### config.mk
export PLATFORM = sky130hd
export DESIGN_NAME = id_ex_stage
export DESIGN_NICKNAME = d
export VERILOG_FILES = /design/src/rtl/id_ex_stage_pkg.sv /design/src/rtl/id_ex_stage_load_use_detect.sv /design/src/rtl/id_ex_stage.sv
export SDC_FILE = /design/constraint.sdc
export NUM_CORES = 1
export LEC_CHECK = 0
export CAP_MARGIN = 20
export CORE_ASPECT_RATIO = 1.2
export CORE_MARGIN = 10
export CORE_UTILIZATION = 30
export CTS_CLUSTER_SIZE = 8
export DETAILED_ROUTE_END_ITERATION = 7
export PLACE_DENSITY = 0.78
export SYNTH_ARGS = -nofsm -noshare
export SYNTH_HDL_FRONTEND = slang
export SYNTH_SLANG_ARGS = --single-unit
### constraint.sdc
create_clock -name clk_i -period 2.1 [get_ports clk_i]
set_clock_uncertainty 0.15 [all_clocks]
set_input_delay 0.525 -clock clk_i [delete_from_list [all_inputs] [get_ports clk_i]]
set_output_delay 0.525 -clock clk_i [all_outputs]
set_load 0.1 [all_outputs]
### src/rtl/id_ex_stage_pkg.sv
// Shared definitions for the ID/EX pipeline register: control-vector layout,
// ALUOp encodings and register-number width.
package id_ex_stage_pkg;
    localparam int CTRL_W = 10;
    localparam int REG_W  = 5;

    // ctrl = {RegWrite, MemtoReg, MemRead, MemWrite, Branch, ALUSrc, ALUOp[2:0], RegDst}
    localparam int CTRL_REGWRITE = 9;
    localparam int CTRL_MEMTOREG = 8;
    localparam int CTRL_MEMREAD  = 7;
    localparam int CTRL_MEMWRITE = 6;
    localparam int CTRL_BRANCH   = 5;
    localparam int CTRL_ALUSRC   = 4;
    localparam int CTRL_ALUOP_HI = 3;
    localparam int CTRL_ALUOP_LO = 1;
    localparam int CTRL_REGDST   = 0;

    localparam logic [2:0] ALUOP_ADD   = 3'd0;
    localparam logic [2:0] ALUOP_SUB   = 3'd1;
    localparam logic [2:0] ALUOP_RTYPE = 3'd2;
    localparam logic [2:0] ALUOP_AND   = 3'd3;
    localparam logic [2:0] ALUOP_OR    = 3'd4;
    localparam logic [2:0] ALUOP_SLT   = 3'd5;

    function automatic logic [2:0] alu_op(input logic [CTRL_W-1:0] ctrl);
        return ctrl[CTRL_ALUOP_HI:CTRL_ALUOP_LO];
    endfunction
endpackage

### src/rtl/id_ex_stage_load_use_detect.sv
// Combinational load-use hazard check: a load in EX whose destination is
// read by the instruction currently in ID.
module load_use_detect
    import id_ex_stage_pkg::*;
(
    input  logic [REG_W-1:0] ex_rt,
    input  logic             ex_mem_read,
    input  logic             ex_valid,
    input  logic [REG_W-1:0] id_rs,
    input  logic [REG_W-1:0] id_rt,
    output logic             hazard
);
    // $0 is hardwired, so a load targeting it never creates a dependence
    assign hazard = ex_valid & ex_mem_read & (ex_rt != '0) &
                    ((ex_rt == id_rs) | (ex_rt == id_rt));
endmodule

### src/rtl/id_ex_stage.sv
// ID/EX pipeline register with load-use stall generation, bubble insertion
// on stall/flush, and a saturating stall-cycle counter.
module id_ex_stage
    import id_ex_stage_pkg::*;
#(
    parameter int DATA_W = 32,
    parameter int CNT_W  = 16
) (
    input  logic              clk_i,
    input  logic              rst_i,
    input  logic              flush_i,
    input  logic [CTRL_W-1:0] ctrl_i,
    input  logic [DATA_W-1:0] rs_data_i,
    input  logic [DATA_W-1:0] rt_data_i,
    input  logic [DATA_W-1:0] imm_i,
    input  logic [DATA_W-1:0] pc4_i,
    input  logic [REG_W-1:0]  rs_i,
    input  logic [REG_W-1:0]  rt_i,
    input  logic [REG_W-1:0]  rd_i,
    output logic [CTRL_W-1:0] ctrl_o,
    output logic [DATA_W-1:0] rs_data_o,
    output logic [DATA_W-1:0] rt_data_o,
    output logic [DATA_W-1:0] imm_o,
    output logic [DATA_W-1:0] pc4_o,
    output logic [REG_W-1:0]  rs_o,
    output logic [REG_W-1:0]  rt_o,
    output logic [REG_W-1:0]  rd_o,
    output logic              valid_o,
    output logic              stall_o,
    output logic [CNT_W-1:0]  stall_cnt_o
);
    logic hazard;

    load_use_detect u_load_use_detect (
        .ex_rt       (rt_o),
        .ex_mem_read (ctrl_o[CTRL_MEMREAD]),
        .ex_valid    (valid_o),
        .id_rs       (rs_i),
        .id_rt       (rt_i),
        .hazard      (hazard)
    );

    // A flushed ID instruction is discarded anyway, so it never waits
    assign stall_o = hazard & ~flush_i;

    always_ff @(posedge clk_i) begin
        if (rst_i) begin
            ctrl_o      <= '0;
            rs_data_o   <= '0;
            rt_data_o   <= '0;
            imm_o       <= '0;
            pc4_o       <= '0;
            rs_o        <= '0;
            rt_o        <= '0;
            rd_o        <= '0;
            valid_o     <= 1'b0;
            stall_cnt_o <= '0;
        end else begin
            if (flush_i || stall_o) begin
                // Zero register numbers keep forwarding from matching a bubble
                ctrl_o    <= '0;
                rs_data_o <= '0;
                rt_data_o <= '0;
                imm_o     <= '0;
                pc4_o     <= '0;
                rs_o      <= '0;
                rt_o      <= '0;
                rd_o      <= '0;
                valid_o   <= 1'b0;
            end else begin
                ctrl_o    <= ctrl_i;
                rs_data_o <= rs_data_i;
                rt_data_o <= rt_data_i;
                imm_o     <= imm_i;
                pc4_o     <= pc4_i;
                rs_o      <= rs_i;
                rt_o      <= rt_i;
                rd_o      <= rd_i;
                valid_o   <= 1'b1;
            end
            if (stall_o && (stall_cnt_o != '1))
                stall_cnt_o <= stall_cnt_o + CNT_W'(1);
        end
    end
endmodule

==> flow_summary.ini, run 1 <==
[run_status]
status = complete, but fails checks
violations = negative setup slack

[grt]
grtUsageTotal = 0.163
overflow = 0
grt_pass1_vias = 4658
antenna_found_initial = 2
grt_first_pass_wirelength_um = 28200
grt_start_max_net_pins = 72

[placement]
hpwl_um = 16200
portBuffers = 326
dp_cells = 977
gp_congestion = 0.822

[worst_setup_path]
reg2reg_slack_ns = -0.02
criticalPathCategory = in -> out
crit_arrival_ns = 1.61
r2r-end = stall_cnt_o[7]$_SDFFE_PP0P_
crit_slowest_cell = clkdlybuf4s15_1
cp.required_ns = 1.42
worstPathCellList = clkdlybuf4s15_1 > xnor2_2 > nand3_2 > o22ai_4 > and2_4 > buf_12
crit_path_end = stall_o
cp_max_fo = 2
worst-r2r-cell-count = 9
critPathLaunch = rs_i[0]
regToRegStartpoint = rt_o[0]$_SDFF_PP0_
worstSetupEndpointType = output port
startpoint_type = input pin
slowest_delay_ns = 0.23

[detailed_routing]
drt_iter0_markers = 174
via_per_inst = 4.24
dr.pass1.iters = 4
drt-total-wl_um = 19600
wire_per_inst_um = 19.3
antenna_left = 0
drc_errors = 0
vias = 4303

[worst_hold_path]
hold_class = in -> reg

[die]
num_rows = 52
die_w_um = 140
ios = 327
dieArea_mm2 = 0.0230
start_util = 0.307
die_h_um = 164
core_area_mm2 = 0.0169

[synth]
synth_common_cells = dfxtp_1, and2_1, nor2_1, clkbuf_1, nand2_1
avgSynthCellArea_um2 = 11.7
synth_cells = 442
synth_area_mm2 = 0.00519
synth_warnings = 0
seq_area_frac_synth = 0.656
ys_types = 33
async_flop_share = 0
synth_area_leaders = dfxtp_1, and2_1, xnor2_1
synth-seq-cells = 170
syn_nets = 599
yosysMostFrequentCell = dfxtp_1
synthFlopType = dfxtp_1
synth_top_area_cell = dfxtp_1
synth-edff-count = 0
netlist.area_leader.share = 0.656

[flow_run]
drv_cap = 0

[power]
p_leak_uw = 0.00456
ir_worst_vdd_v = 0.000559
powerDensity_mw_per_mm2 = 734

[cells_and_area]
drive_above_1_share = 0.332
fillers = 1224
synthToLayoutAreaGrowth_pct = 115
fin_util = 0.661
multiInputGateArea_mm2 = 0.00174
fin_cells = 1014
layout.nets = 941
area.sequential_mm2 = 0.00348

[clock_tree]
cts_tree = done
clockBufferDepth = 2
clk_pin_slew_ns = 0.06
holdBufCountCts = 0
clock_sinks = 170
cts-root-buf = clkbuf_16
clock_latency_ns = 0.42
htreeDepth = 4
cts_made_buffers = 17

[timing]
setup_viol = 5
worstMarginPinSlew_ns = 0.350
max_freq_ghz = 0.438
hold_violations = 0
fin_ws_ns = -0.184
drv_slew = 0
period_needed_ns = 2.28
fin_crit_sh = 1.09
slew_headroom = 0.766
rsz0062_at_grt = yes
[through the flow]
stage | hold slack, ns | setup TNS (ns) | total power, µW | area (µm²) | setup WS [ns]
global route | 0.343 | -1.47 | 8470 | 11200 | -0.241
global placement | 0.346 | -45.00 | 5330 | 10500 | -0.500
floorplan | 0.478 | -0.0558 | 4440 | 5270 | -0.0552
finish | 0.336 | -0.260 | 8200 | 11200 | -0.184
detailed placement | 0.357 | -53.86 | 5350 | 10500 | -0.587
CTS | 0.317 | -0.185 | 8310 | 11100 | -0.185
[registers in the layout, indices dropped and copies added, names as in the netlist]
| signal | flops |
|---|---|
| ctrl_o | 10 |
| imm_o | 32 |
| pc4_o | 32 |
| rd_o | 5 |
| rs_data_o | 32 |
| rs_o | 5 |
| rt_data_o | 32 |
| rt_o | 5 |
| stall_cnt_o | 16 |
| valid_o | 1 |
[placed cells by master, fill, tap and decap left out, drive strengths merged, types with 8 or more instances in the layout]
cell type      Yosys  layout
and2             155     155
buf               10     189
clkbuf            11      20
clkdlybuf4s50      0     144
dfxtp            170     170
dlygate4sd2        0       9
inv                1       8
nand2             12      12
nand3             10      10
nor2              14      14
xnor2             10      10
[where the power goes]
group	switching, µW	internal [µW]	total (µW)
Clock	1350	1580	2930
Combinational	1070	778	1840
Sequential	102	3320	3430
[worst max-delay path: cells and delay by family]
kind,cells,cell delay (ns)
AO/OA/AOI/OAI,1,0.18
buffers and inverters,2,0.40
XOR/XNOR,1,0.21
AND/OR/NAND/NOR,2,0.29
[logic make-up after synthesis]
logic type | synth area share
muxes | 0.0128
AOI/OAI and AO/OA | 0.0272
xor gates and xnor gates | 0.0270
and+or+nand+nor | 0.250
DFF | 0.656
adders and majority gates | 0.00241
buffers and inverters | 0.0253
[cell type report]
cell class	count	area share
repair buffers	344	0.460
flip-flops and latches	170	0.311
multi-input cells	250	0.155
clock buffers	20	0.0400
well taps	216	0.0242
clock inverters	12	0.00929
inverters	1	0.000336
diodes	1	0.000224
[layer usage]
layer / vias up / routed length [µm] / global-route usage
li1: 2080 / - / -
met1: 2007 / 6020 / 0.140
met2: 198 / 11100 / 0.307
met3: 16 / 2200 / 0.0950
met4: 2 / 278 / 0.0569
met5: - / 13 / 0
[how the worst min path moves through the flow]
stage                                            start  depth (start not counted)                           end  slack (ns)
after global placement    stall_cnt_o[11]$_SDFFE_PP0P_                          2  stall_cnt_o[11]$_SDFFE_PP0P_        0.35
after CTS                                      rt_i[1]                          2            rt_o[1]$_SDFF_PP0_        0.32
final                                          rt_i[1]                          2            rt_o[1]$_SDFF_PP0_        0.34
after global routing                           rt_i[0]                          2            rt_o[0]$_SDFF_PP0_        0.34
after detailed placement  stall_cnt_o[11]$_SDFFE_PP0P_                          2  stall_cnt_o[11]$_SDFFE_PP0P_        0.36
after floorplan           stall_cnt_o[11]$_SDFFE_PP0P_                          2  stall_cnt_o[11]$_SDFFE_PP0P_        0.48
[repair_timing]
action	CTS	global route
buffers inserted	3	1
resized for setup	16	11
endpoints found under the setup margin	9	7
pin swaps	7	8
Power figures use the tool's default switching activity.
==> run 2, diff against run 1 <==
- CORE_UTILIZATION: 30 -> 33
- PLACE_DENSITY: 0.78 -> 0.83
==> run 2 against run 1 <==
Compared with the run above:
- the flow still finishes with violations (negative setup slack)
- non-clock buffer count is 11 higher
- clock power increased by 8.2%
- die area decreased by 7.9%
- power up 3.3%
- sequential share of layout area decreased by 0.40 points
- setup slack is essentially flat
- flip-flop and latch count stayed put
- clock-buffer cell count unchanged
- worst hold slack improved by 0.011 ns
- fmax hardly changed
- routed wire length is 3.2% higher
- largest cell class unchanged
==> flow_summary.ini, run 2 (same netlist as run 1, synthesis figures left out) <==
[run_status]
status = complete, but fails checks
violations = negative setup slack

[placement]
gp_congestion = 0.820
portBuffers = 326
dp_cells = 978
hpwl_um = 16700
dpl_worst_slack_ns = -0.572

[cells_and_area]
fin_cells = 1017
drive_above_1_share = 0.344
fin_util = 0.730
layout_common_cells = buf_12, and2_1, dfxtp_1
layout.nets = 952
fillers = 964
layout_commonest_cell = buf_12
synthToLayoutAreaGrowth_pct = 118

[worst_setup_path]
critPathBufInv = 2
crit_arrival_ns = 1.61
slowest_delay_ns = 0.22
worstPathCellList = clkdlybuf4s15_1 > xnor2_2 > nand3_2 > o22ai_4 > and2_4 > buf_12
crit_slowest_cell = clkdlybuf4s15_1
startpoint_type = input pin
path_delay_family = buffers and inverters
cp_max_fo = 2
cp.required_ns = 1.42
worstSetupEndpointType = output port
criticalPathCategory = in -> out

[die]
core_area_mm2 = 0.0155
die_h_um = 157
start_util = 0.335
dieArea_mm2 = 0.0212
num_rows = 50
die_w_um = 134
ios = 327

[clock_tree]
clock_sinks = 170
cts-root-buf = clkbuf_16
clockBufferDepth = 2
clock_latency_ns = 0.41
cts_made_buffers = 17
cts_tree = done
htreeDepth = 4
clk_pin_slew_ns = 0.06

[timing]
hold_slack_ns = 0.348
hold_violations = 0
rsz0062_at_grt = yes
slew_headroom = 0.793
setup_viol = 1
fin_ws_ns = -0.184
drv_slew = 0
fin_crit_sh = 1.09
period_needed_ns = 2.28
max_freq_ghz = 0.438
worstMarginPinSlew_ns = 0.309

[power]
swShare = 0.286
p_leak_uw = 0.00463
seq_power_share = 0.405
comb_power_share = 0.222
p_int_uw = 6050
ir_worst_vdd_v = 0.000740
pwr-share-clk = 0.374
p_sw_uw = 2420
powerDensity_mw_per_mm2 = 748

[grt]
grt_first_pass_wirelength_um = 29800
grt_pass1_vias = 4990
antenna_found_initial = 3
grtUsageTotal = 0.189
grt_start_max_net_pins = 44
overflow = 0

[detailed_routing]
wire_per_inst_um = 19.9
drt-total-wl_um = 20200
drc_errors = 0
antenna_left = 0
vias = 4379
dr.pass1.iters = 4
via_per_inst = 4.31
drt_iter0_markers = 130

[flow_run]
drv_cap = 0

[worst_hold_path]
hold_class = in -> reg
run 2: cell count changes in the layout (fill, tap and decap cells not counted), sizes merged:
cell	delta
buf	+11
bufinv	+3
clkdlybuf4s15	+2
clkinv	+1
clkinvlp	-3
diode	+2
dlygate4sd2	-3
dlymetal6s2s	+1
inv	-3
run 2: path summary, 6_finish.rpt:
kind                            cells past startpoint  slack [ns]                    startpoint                           end
worst min register to register                      2        0.37  stall_cnt_o[11]$_SDFFE_PP0P_  stall_cnt_o[11]$_SDFFE_PP0P_
worst min-delay path                                2        0.35                       rt_i[3]            rt_o[3]$_SDFF_PP0_
worst max-delay path                                6       -0.18                       rs_i[2]                       stall_o
worst max register to register                      8        0.07            rt_o[1]$_SDFF_PP0_   stall_cnt_o[7]$_SDFFE_PP0P_
run 2: what timing repair did:
action | CTS | global route
hold buffers | 0 | 0
endpoints found under the hold margin | 0 | 0
endpoints found under the setup margin | 92 | 1
pin swaps | 10 | 4
gates resized for setup | 21 | 6
buffers inserted | 3 | 3
run 2: final cells by class:
cell class / instances / area [µm²] / share of cell area
Sequential cell: 170 / 3480 / 0.307
Tap cell: 208 / 260 / 0.0230
Clock buffer: 20 / 457 / 0.0403
Inverter: 1 / 3.75 / 0.000331
Multi-Input combinational cell: 250 / 1730 / 0.153
Timing Repair Buffer: 355 / 5250 / 0.464
Antenna cell: 3 / 7.51 / 0.000663
Clock inverter: 10 / 139 / 0.0123
run 2: per-stage QoR:
step / setup TNS, ns / cell area, µm² / total power (µW)
finish: -0.184 / 11300 / 8470
global route: -0.248 / 11300 / 8730
CTS: -0.255 / 11300 / 8550
detailed placement: -73.55 / 10600 / 5370
global placement: -61.00 / 10600 / 5340
floorplan: -0.0558 / 5270 / 4440
run 2: power groups by stage:
| stage | Combinational (µW) | Clock, µW | Sequential (µW) |
|---|---|---|---|
| after floorplan | 149 | 0 | 4290 |
| after global placement | 1850 | 0 | 3490 |
| after detailed placement | 1870 | 0 | 3500 |
| after CTS | 1880 | 3240 | 3430 |
| after global routing | 1940 | 3360 | 3440 |
| final | 1880 | 3170 | 3430 |
run 2: per-layer routing:
layer / global-route usage / vias up / part of all wire
met5: 0 / - / 0
met4: 0.0612 / 0 / 0.016
met3: 0.111 / 19 / 0.11
met2: 0.358 / 224 / 0.56
met1: 0.159 / 2033 / 0.30
li1: - / 2103 / -
